File: src/rtl/wisc_pkg.sv
// Shared types and constants for the WISC write-back scoreboard.
// Opcode/register widths, pipe entry type and the default write mask.
package wisc_pkg;

    localparam int OPCODE_W = 5;
    localparam int NUM_REGS = 8;
    localparam int REG_W    = $clog2(NUM_REGS);

    localparam logic [2**OPCODE_W-1:0] REGWRITE_MASK_DEF = 32'hFEFA_0F00;

    typedef struct packed {
        logic             v;
        logic [REG_W-1:0] rd;
    } sb_entry_t;

endpackage

File: src/rtl/wb_scoreboard_if.sv
// ID-side bundle between decode and the write-back scoreboard.
// The master is the decode stage; the slave is the scoreboard.
interface wb_scoreboard_if
    import wisc_pkg::*;
();

    logic                id_valid;
    logic [OPCODE_W-1:0] id_opcode;
    logic [REG_W-1:0]    id_rd;
    logic [REG_W-1:0]    id_rs;
    logic [REG_W-1:0]    id_rt;
    logic                id_rs_used;
    logic                id_rt_used;
    logic                flush;
    logic                stall;
    logic                issue;
    logic                id_regwrite;
    logic                wb_en;
    logic [REG_W-1:0]    wb_rd;
    logic [NUM_REGS-1:0] busy;

    modport master (
        output id_valid, id_opcode, id_rd, id_rs, id_rt,
        output id_rs_used, id_rt_used, flush,
        input  stall, issue, id_regwrite, wb_en, wb_rd, busy
    );

    modport slave (
        input  id_valid, id_opcode, id_rd, id_rs, id_rt,
        input  id_rs_used, id_rt_used, flush,
        output stall, issue, id_regwrite, wb_en, wb_rd, busy
    );

endinterface

File: src/rtl/wb_scoreboard_regwrite_decode.sv
// Opcode to register write-enable lookup.
// One mask bit per opcode replaces a per-opcode comparator bank.
module regwrite_decode
    import wisc_pkg::*;
#(
    parameter int              W    = OPCODE_W,
    parameter logic [2**W-1:0] MASK = REGWRITE_MASK_DEF
) (
    input  logic [W-1:0] opcode_i,
    output logic         regwrite_o
);

    assign regwrite_o = MASK[opcode_i];

endmodule

File: src/rtl/wb_scoreboard.sv
// Register-write hazard scoreboard between ID and the back end.
// Tracks in-flight writes, stalls RAW hazards, squashes on flush.
module wb_scoreboard
    import wisc_pkg::*;
#(
    parameter int                     DEPTH         = 4,
    parameter int                     FLUSH_DEPTH   = 2,
    parameter logic [2**OPCODE_W-1:0] REGWRITE_MASK = REGWRITE_MASK_DEF
) (
    input logic             clk,
    input logic             rst_n,
    wb_scoreboard_if.slave  sb
);

    localparam int CW = $clog2(DEPTH + 1);

    sb_entry_t           stage_q [DEPTH];
    sb_entry_t           stage_d [DEPTH];
    logic [CW-1:0]       cnt_q   [NUM_REGS];
    logic [CW-1:0]       cnt_d   [NUM_REGS];
    logic [CW-1:0]       sq      [NUM_REGS];
    logic [NUM_REGS-1:0] ins;
    logic [NUM_REGS-1:0] ret;
    logic [NUM_REGS-1:0] cnt_err;
    logic [NUM_REGS-1:0] busy;
    logic                regwrite;
    logic                hz_rs;
    logic                hz_rt;
    logic                stall;
    logic                issue;

    regwrite_decode #(
        .W    (OPCODE_W),
        .MASK (REGWRITE_MASK)
    ) u_dec (
        .opcode_i   (sb.id_opcode),
        .regwrite_o (regwrite)
    );

    // Retirement this cycle, one-hot by destination register.
    always_comb begin
        ret = '0;
        for (int r = 0; r < NUM_REGS; r++) begin
            ret[r] = stage_q[DEPTH-1].v &&
                     (stage_q[DEPTH-1].rd == REG_W'(r));
        end
    end

    // RAW check; a same-cycle retire already satisfies the read.
    always_comb begin
        hz_rs = sb.id_rs_used &&
                (cnt_q[sb.id_rs] != CW'(ret[sb.id_rs]));
        hz_rt = sb.id_rt_used &&
                (cnt_q[sb.id_rt] != CW'(ret[sb.id_rt]));
        stall = sb.id_valid && !sb.flush && (hz_rs || hz_rt);
        issue = sb.id_valid && !sb.flush && !stall;
    end

    // Next pipe contents; young stages lose their valid on flush.
    always_comb begin
        stage_d[0].v  = issue && regwrite;
        stage_d[0].rd = sb.id_rd;
        for (int k = 1; k < DEPTH; k++) begin
            stage_d[k] = stage_q[k-1];
            if (sb.flush && (k <= FLUSH_DEPTH)) begin
                stage_d[k].v = 1'b0;
            end
        end
    end

    // Per-register pending count: insert minus retire minus squash.
    always_comb begin
        logic [CW+1:0] nx;
        nx      = '0;
        ins     = '0;
        cnt_err = '0;
        for (int r = 0; r < NUM_REGS; r++) begin
            ins[r] = stage_d[0].v && (sb.id_rd == REG_W'(r));
            sq[r]  = '0;
            for (int k = 0; k < FLUSH_DEPTH; k++) begin
                if (sb.flush && stage_q[k].v &&
                    (stage_q[k].rd == REG_W'(r))) begin
                    sq[r] = sq[r] + CW'(1);
                end
            end
            nx = {2'b00, cnt_q[r]} + (CW+2)'(ins[r])
               - (CW+2)'(ret[r]) - {2'b00, sq[r]};
            cnt_d[r]   = nx[CW-1:0];
            cnt_err[r] = nx[CW+1] || (nx > (CW+2)'(DEPTH));
        end
    end

    // Pipe and counter state; reset drops everything in flight.
    always_ff @(posedge clk or negedge rst_n) begin
        if (!rst_n) begin
            for (int k = 0; k < DEPTH; k++) stage_q[k] <= '0;
            for (int r = 0; r < NUM_REGS; r++) cnt_q[r] <= '0;
        end else begin
            for (int k = 0; k < DEPTH; k++) stage_q[k] <= stage_d[k];
            for (int r = 0; r < NUM_REGS; r++) cnt_q[r] <= cnt_d[r];
        end
    end

    // Debug view of which registers have writes outstanding.
    always_comb begin
        busy = '0;
        for (int r = 0; r < NUM_REGS; r++) begin
            busy[r] = (cnt_q[r] != '0);
        end
    end

    a_cnt_range: assert property (
        @(posedge clk) disable iff (!rst_n) cnt_err == '0
    );

    assign sb.stall       = stall;
    assign sb.issue       = issue;
    assign sb.id_regwrite = regwrite;
    assign sb.wb_en       = stage_q[DEPTH-1].v;
    assign sb.wb_rd       = stage_q[DEPTH-1].rd;
    assign sb.busy        = busy;

endmodule

File: src/flat_wrapper.sv
// flat-port wrapper written by rule: the top's interface ports become plain ports
module wb_scoreboard_flat import wisc_pkg::*;
#(
    parameter int                     DEPTH         = 4,
    parameter int                     FLUSH_DEPTH   = 2,
    parameter logic [2**OPCODE_W-1:0] REGWRITE_MASK = REGWRITE_MASK_DEF
)
  (clk, rst_n, sb_id_valid, sb_id_opcode, sb_id_rd, sb_id_rs, sb_id_rt, sb_id_rs_used, sb_id_rt_used, sb_flush, sb_stall, sb_issue, sb_id_regwrite, sb_wb_en, sb_wb_rd, sb_busy);
  wb_scoreboard_if sb_i ();
  input logic clk;
  input logic rst_n;
  input wire logic [$bits(sb_i.id_valid)-1:0] sb_id_valid;
  input wire logic [$bits(sb_i.id_opcode)-1:0] sb_id_opcode;
  input wire logic [$bits(sb_i.id_rd)-1:0] sb_id_rd;
  input wire logic [$bits(sb_i.id_rs)-1:0] sb_id_rs;
  input wire logic [$bits(sb_i.id_rt)-1:0] sb_id_rt;
  input wire logic [$bits(sb_i.id_rs_used)-1:0] sb_id_rs_used;
  input wire logic [$bits(sb_i.id_rt_used)-1:0] sb_id_rt_used;
  input wire logic [$bits(sb_i.flush)-1:0] sb_flush;
  output wire logic [$bits(sb_i.stall)-1:0] sb_stall;
  output wire logic [$bits(sb_i.issue)-1:0] sb_issue;
  output wire logic [$bits(sb_i.id_regwrite)-1:0] sb_id_regwrite;
  output wire logic [$bits(sb_i.wb_en)-1:0] sb_wb_en;
  output wire logic [$bits(sb_i.wb_rd)-1:0] sb_wb_rd;
  output wire logic [$bits(sb_i.busy)-1:0] sb_busy;
  assign sb_i.id_valid = sb_id_valid;
  assign sb_i.id_opcode = sb_id_opcode;
  assign sb_i.id_rd = sb_id_rd;
  assign sb_i.id_rs = sb_id_rs;
  assign sb_i.id_rt = sb_id_rt;
  assign sb_i.id_rs_used = sb_id_rs_used;
  assign sb_i.id_rt_used = sb_id_rt_used;
  assign sb_i.flush = sb_flush;
  assign sb_stall = sb_i.stall;
  assign sb_issue = sb_i.issue;
  assign sb_id_regwrite = sb_i.id_regwrite;
  assign sb_wb_en = sb_i.wb_en;
  assign sb_wb_rd = sb_i.wb_rd;
  assign sb_busy = sb_i.busy;
  wb_scoreboard #(.DEPTH(DEPTH), .FLUSH_DEPTH(FLUSH_DEPTH), .REGWRITE_MASK(REGWRITE_MASK)) u_core (.clk(clk), .rst_n(rst_n), .sb(sb_i));
endmodule
File: config.mk
export PLATFORM = sky130hd
export DESIGN_NAME = wb_scoreboard_flat
export DESIGN_NICKNAME = d
export VERILOG_FILES = /design/src/rtl/wisc_pkg.sv /design/src/rtl/wb_scoreboard_if.sv /design/src/rtl/wb_scoreboard_regwrite_decode.sv /design/src/rtl/wb_scoreboard.sv /design/src/flat_wrapper.sv
export SDC_FILE = /design/constraint.sdc
export NUM_CORES = 1
export LEC_CHECK = 0
export ABC_AREA = 1
export CAP_MARGIN = 15
export CORE_UTILIZATION = 56
export CTS_CLUSTER_SIZE = 12
export DETAILED_ROUTE_END_ITERATION = 8
export PLACE_DENSITY_LB_ADDON = 0.12
export SYNTH_ARGS = -nofsm -noshare
export SYNTH_HDL_FRONTEND = slang
export SYNTH_SLANG_ARGS = --single-unit
File: constraint.sdc
create_clock -name clk -period 3.5 [get_ports clk]
set_clock_uncertainty 0.05 [all_clocks]
set_input_delay 0.7 -clock clk [delete_from_list [all_inputs] [get_ports clk]]
set_output_delay 0.7 -clock clk [all_outputs]
set_load 0.005 [all_outputs]
==> flow_summary.toml, run 1 <==
[worst_setup_path]
ff2ff_path_depth = 15
slowest_delay_ns = 0.55
crit_path_top_delay_cell = "clkdlybuf4s50_1"
crit_required_ns = 2.75
critPathArrivalTime_ns = 2.64
critPathLaunchType = "input pin"
path_max_fanout = 4
setup.worst_path.class = "input pin to primary output"
critPathTopFamily = "buffers and inverters"
endpoint_kind = "primary output"
crit_chain = "clkdlybuf4s50_1 -> inv_1 -> o211ai_1 -> a21oi_1 -> nand2_1 -> nand2_1 -> nor2_2 -> nor2_2 -> buf_4 -> nor2_1 -> clkdlybuf4s50_1"
path_depth = 11
crit_buf_inv = 4

[sta]
tightest_slew_ns = 0.888
hold_viol = 0
period_share_pct = 96.8
rsz0062_at_grt = "no"
finalSetupViolCount = 0
setup_ws_ns = 0.111
drv_slew = 0
maxSlewHeadroom_pct = 40.8
fin_crit_ns = 3.39
max_clock_freq_mhz = 295

[cells_and_area]
post-route-util_pct = 71.0
syn2layout_area_growth_pct = 20.5
multi_input_area_um2 = 1560
drive_above_1_share_pct = 10.3
antenna_cells = 0
layout.nets = 437
seq_area_um2 = 1000
final_area_um2 = 3380
fillers = 392

[yosys]
synth_fp_nets = 392
ys_seq_area_share_pct = 35.7
synth_cells = 332
syn_avg_cell_area_um2 = 8.44
synthFlopType = "dfrtp_1"
synthArstFlopShare_pct = 100
ys_warn_count = 0
synth_edf_count = 0
syn_area_um2 = 2800
synth_seq_cells = 40
yosysUniqueCellTypes = 23

[global_routing]
grt_pass1_vias = 2271
grt.total_usage_pct = 27.0
grt_first_pass_wirelength_um = 10400
overflow = 0
antenna_found_initial = 0
grt_max_degree = 41

[place]
dpl-instance-area_um2 = 3240
dp_hpwl_um = 4980
dpl_worst_slack_ns = -0.220
port_buffers = 34
gp_congestion = 0.893

[clock_network]
htreeDepth = 2
cts_sinks = 40
clk_path_buf_depth = 2
clkSlewWorstSetupHoldPaths_ns = 0.07
clockRootBuffer = "clkbuf_8"
clock_latency_ns = 0.30
cts_buffers = 5
cts_tree = "done"
holdBufCountCts = 0

[power]
ir_drop_mv = 0.346
power_switching_mw = 0.659
power_frac_clock_pct = 17.1
p_sw_share_pct = 37.9
pwr-share-comb_pct = 39.6
power_density_nw_per_um2 = 514
sequentialPowerShare_pct = 43.3
internal_power_mw = 1.08
leakage_nw = 1.79

[floorplanning]
start_util_pct = 58.9
fp.dieW_um = 72.7
die-area_um2 = 5290
placementRows = 25
die_y_um = 72.7
ios = 35
coreArea_um2 = 4750

[outcome]
status = "complete, no violations"

[routing]
drcViolationCount = 0
ant_nets = 0
routedWlPerCell_um = 14.2
vias_per_cell = 5.12
routed_wl_um = 6290
drt_iter0_drc = 201
vias = 2273
firstDrtPassIters = 5

[worst_hold_path]
hold_class = "register to register"
holdPathStages = 0

[flow_run]
cap_viol_max_count = 0
==> placed cells by master (no fill, tap or decap), types with 2 or more instances in the layout <==
master,n
nand2_1,56
nor3_1,4
o211ai_1,2
buf_4,8
fa_1,16
inv_2,2
clkbuf_8,5
clkdlybuf4s50_1,30
dlymetal6s2s_1,3
inv_1,65
a21oi_1,2
o21ai_1,2
dfrtp_1,39
nand3_2,3
nand3b_1,3
ha_1,24
nor3_2,2
nor2_2,6
nand3_1,34
nor2_1,37
o21ai_0,2
xnor2_1,16
or2_2,6
==> kinds of logic after synthesis <==
logic type | synth area share [%]
AO/OA/AOI/OAI | 2.32
XOR/XNOR | 5.00
adder cells (fa/ha/maj) | 22.2
buffers and inverters | 9.96
flip-flops | 35.7
AND/OR/NAND/NOR | 24.8
==> power groups by stage <==
stage	Sequential, mW	Clock, mW	Combinational (mW)
global placement	0.751	0	0.653
finish	0.752	0.298	0.688
floorplan	0.707	0	0.441
CTS	0.746	0.307	0.674
detailed placement	0.756	0	0.670
global route	0.768	0.323	0.783
==> sequential cells by signal (all words and copies together), names as in the netlist <==
name	cells
u_core.cnt_q	24
u_core.sb.wb_en	1
u_core.sb.wb_rd	3
u_core.stage_d	10
u_core.stage_q	2
==> metrics by stage <==
step | std cells | TNS, ns | hold WS (ns) | total power [mW]
after floorplan | 332 | 0 | 0.281 | 1.15
after global placement | 435 | -0.348 | 0.283 | 1.40
after detailed placement | 435 | -1.29 | 0.286 | 1.43
after CTS | 442 | 0 | 0.303 | 1.73
after global routing | 444 | 0 | 0.309 | 1.87
final | 444 | 0 | 0.300 | 1.74
==> Yosys cell counts, types with 2 or more instances <==
cell,number,area share [%]
a21oi_1,3,0.54
buf_4,3,0.80
dfrtp_1,40,36
fa_1,16,11
ha_1,24,11
inv_1,67,9.0
nand2_1,56,7.5
nand3_1,36,6.4
nand3b_1,3,0.80
nor2_1,41,5.5
nor2_2,2,0.45
nor3_1,6,1.1
o211ai_1,2,0.54
o21ai_0,4,0.71
or2_2,6,1.3
xnor2_1,16,5.0
==> path summary, 6_finish.rpt <==
| check | endpoint | slack (ns) | start |
|---|---|---|---|
| max in group asynchronous | u_core.sb.wb_rd[0] | 2.33 | rst_n |
| min | u_core.sb.wb_rd[2] | 0.30 | u_core.stage_d[2] |
| max reg2reg | u_core.cnt_q[20] | 0.43 | u_core.sb.wb_rd[1] |
| min in group asynchronous | u_core.cnt_q[3] | 0.47 | rst_n |
| max | sb_stall | 0.11 | sb_id_rt[1] |
| min reg2reg | u_core.sb.wb_rd[2] | 0.30 | u_core.stage_d[2] |
==> routing by layer <==
| layer | GRT usage (%) | wire (µm) | up-vias |
|---|---|---|---|
| met5 | 0 | 0 | - |
| met4 | 11.5 | 126 | 0 |
| met3 | 4.42 | 343 | 14 |
| met2 | 43.4 | 3030 | 72 |
| met1 | 36.5 | 2790 | 1072 |
| li1 | - | - | 1115 |
==> layout make-up <==
cell class	count	share of cell area (%)
well taps	67	2.48
repair buffers	42	11.9
flip-flops and latches	40	29.7
inverters	67	7.45
clock inverters	2	0.371
clock buffers	5	2.04
multi-input cells	221	46.1
==> repair_timing <==
action                                  in CTS  in global routing
resized for setup                            1                 16
setup buffers                                0                  2
endpoints found under the setup margin       1                  6
pin swaps                                    0                  4
No activity file was read; power rests on OpenSTA's default activity.
==> run 2, diff against run 1 <==
--- a/config.mk
+++ b/config.mk
@@ -7,10 +7,12 @@
 export LEC_CHECK = 0
 export ABC_AREA = 1
 export CAP_MARGIN = 15
+export CORE_MARGIN = 5
 export CORE_UTILIZATION = 56
 export CTS_CLUSTER_SIZE = 12
 export DETAILED_ROUTE_END_ITERATION = 8
 export PLACE_DENSITY_LB_ADDON = 0.12
+export SKIP_LAST_GASP = 1
 export SYNTH_ARGS = -nofsm -noshare
 export SYNTH_HDL_FRONTEND = slang
 export SYNTH_SLANG_ARGS = --single-unit
==> run 2 against run 1 <==
  * Die area is 23% higher
  * Clock power grew 32%
  * Highest routed layer unchanged
  * Cell area up 0.11%
==> flow_summary.toml, run 2 (synthesized netlist as in run 1, its figures left out) <==
[outcome]
status = "complete, no violations"

[global_routing]
grtUsageMet3_pct = 4.99
overflow = 0
busiest_layer = "met2"
antenna_found_initial = 0
grt_pass1_vias = 2371
grt.total_usage_pct = 22.5
met2_usage_pct = 40.1
use_met1_pct = 27.4
grt_first_pass_wirelength_um = 11100
grt_max_degree = 41

[cells_and_area]
largest_reg_flops = 24
seq_area_um2 = 1000
drive_above_1_share_pct = 9.26
layout.nets = 437
final_cell_mix = "inv_1 (65), nand2_1 (56), dfrtp_1 (40)"
top_register = "u_core.cnt_q"
final_common_cell = "inv_1"
antenna_cells = 0
syn2layout_area_growth_pct = 20.7
fillers = 404
multi_input_area_um2 = 1530

[worst_setup_path]
path_max_fanout = 7
endpoint_kind = "primary output"
crit_required_ns = 2.75
crit_path_top_delay_cell = "clkdlybuf4s50_1"
setup.worst_path.class = "input pin to primary output"
critPathLaunchType = "input pin"
critPathTopFamily = "buffers and inverters"
crit_buf_inv = 4
crit_chain = "clkdlybuf4s50_1 -> buf_4 -> o21ai_0 -> o211ai_1 -> a21oi_1 -> nand2_1 -> nand2_1 -> nor2_2 -> nor2_2 -> buf_4 -> nor2_1 -> clkdlybuf4s50_1"
slowest_delay_ns = 0.51
critPathArrivalTime_ns = 2.65

[routing]
firstDrtPassIters = 4
drt_iter0_drc = 137
routedWlPerCell_um = 14.4
vias_per_cell = 5.03
vias = 2237
routed_wl_um = 6390
drcViolationCount = 0
ant_nets = 0

[clock_network]
clkSlewWorstSetupHoldPaths_ns = 0.09
clk_path_buf_depth = 2
clockRootBuffer = "clkbuf_8"
cts_tree = "done"
cts_resized = 0
htreeDepth = 2
cts_buffers = 5
clock_latency_ns = 0.30
cts_sinks = 40
holdBufCountCts = 0
postCtsSetupRepairBufs = 0

[sta]
rsz0062_at_grt = "yes"
tightest_slew_ns = 0.885
hold_viol = 0
period_share_pct = 97.2
fin_hold_ws_ns = 0.304
max_clock_freq_mhz = 294
finalSetupTns_ns = 0
drv_slew = 0
fin_crit_ns = 3.40
finalSetupViolCount = 0
maxSlewHeadroom_pct = 41.0

[place]
port_buffers = 34
dp_hpwl_um = 5110
gp_congestion = 0.934

[power]
internal_power_mw = 1.15
power_switching_mw = 0.673
ir_drop_mv = 0.504
pwr-share-comb_pct = 37.2
sequentialPowerShare_pct = 41.2
power_frac_clock_pct = 21.6
power_density_nw_per_um2 = 540
p_sw_share_pct = 36.9
leakage_nw = 1.77

[floorplanning]
ios = 35
placementRows = 25
die-area_um2 = 6520
fp.dieW_um = 80.7
coreArea_um2 = 4790
die_y_um = 80.7
start_util_pct = 58.5

[worst_hold_path]
hold_class = "register to register"

[flow_run]
cap_viol_max_count = 0
==> run 2: worst paths after layout <==
path,from,end,slack (ns),depth (start not counted)
setup / recovery,sb_id_rt[0],sb_stall,0.1,12
max in group asynchronous,rst_n,u_core.cnt_q[10],2.39,1
setup reg to reg,u_core.sb.wb_rd[1],u_core.cnt_q[20],0.42,15
hold reg to reg,u_core.stage_d[2],u_core.sb.wb_rd[2],0.30,0
hold / removal,u_core.stage_d[2],u_core.sb.wb_rd[2],0.30,0
min in group asynchronous,rst_n,u_core.sb.wb_rd[1],0.47,1
==> run 2: through the flow <==
stage	util [%]	setup WS, ns	instance area [µm²]	power (mW)	std cells
after floorplan	-	0.529	2800	1.15	332
after global placement	68.0	-0.0950	3250	1.41	437
after detailed placement	68.0	-0.108	3250	1.43	437
after CTS	70.4	0.0784	3370	1.83	445
after global routing	70.6	-0.0431	3380	1.98	445
final	70.6	0.0967	3380	1.83	445
==> run 2: final cells by class <==
cell class | instances | area share, %
Inverter | 67 | 7.44
Sequential cell | 40 | 29.6
Timing Repair Buffer | 42 | 11.7
Multi-Input combinational cell | 221 | 45.4
Clock inverter | 3 | 1.37
Tap cell | 67 | 2.48
Clock buffer | 5 | 2.04
==> run 2: power groups by stage <==
stage | clock network [mW] | logic (mW) | registers (mW)
floorplan | 0 | 0.441 | 0.707
global placement | 0 | 0.654 | 0.755
detailed placement | 0 | 0.676 | 0.753
CTS | 0.399 | 0.684 | 0.750
global route | 0.425 | 0.784 | 0.771
finish | 0.394 | 0.679 | 0.752
==> run 2: metal layers <==
metal | vias up | part of all wire, %
li1 | 1107 | -
met1 | 1066 | 43
met2 | 52 | 50
met3 | 12 | 5.3
met4 | 0 | 1.8
met5 | - | 0
==> run 2: worst reg2reg max path, cell delays in order, from the launching register on <==
cell     delay [ns]
dfrtp_1        0.45
nor2_1         0.27
nand2_1        0.15
nand2_1        0.11
nand3_1        0.09
nand3_1        0.11
nand3_1        0.11
inv_1          0.09
nor2_2         0.05
nor2_2         0.13
nand4_1        0.11
fa_1           0.40
fa_1           0.50
inv_1          0.05
ha_1           0.19
xnor2_1        0.12
==> run 3, diff against run 2 <==
--- a/config.mk
+++ b/config.mk
@@ -13,6 +13,7 @@
 export DETAILED_ROUTE_END_ITERATION = 8
 export PLACE_DENSITY_LB_ADDON = 0.12
 export SKIP_LAST_GASP = 1
+export SLEW_MARGIN = 20
 export SYNTH_ARGS = -nofsm -noshare
 export SYNTH_HDL_FRONTEND = slang
 export SYNTH_SLANG_ARGS = --single-unit
==> results of run 3 <==
No change in the layout: final DEF, timing and power equal those of run 2.
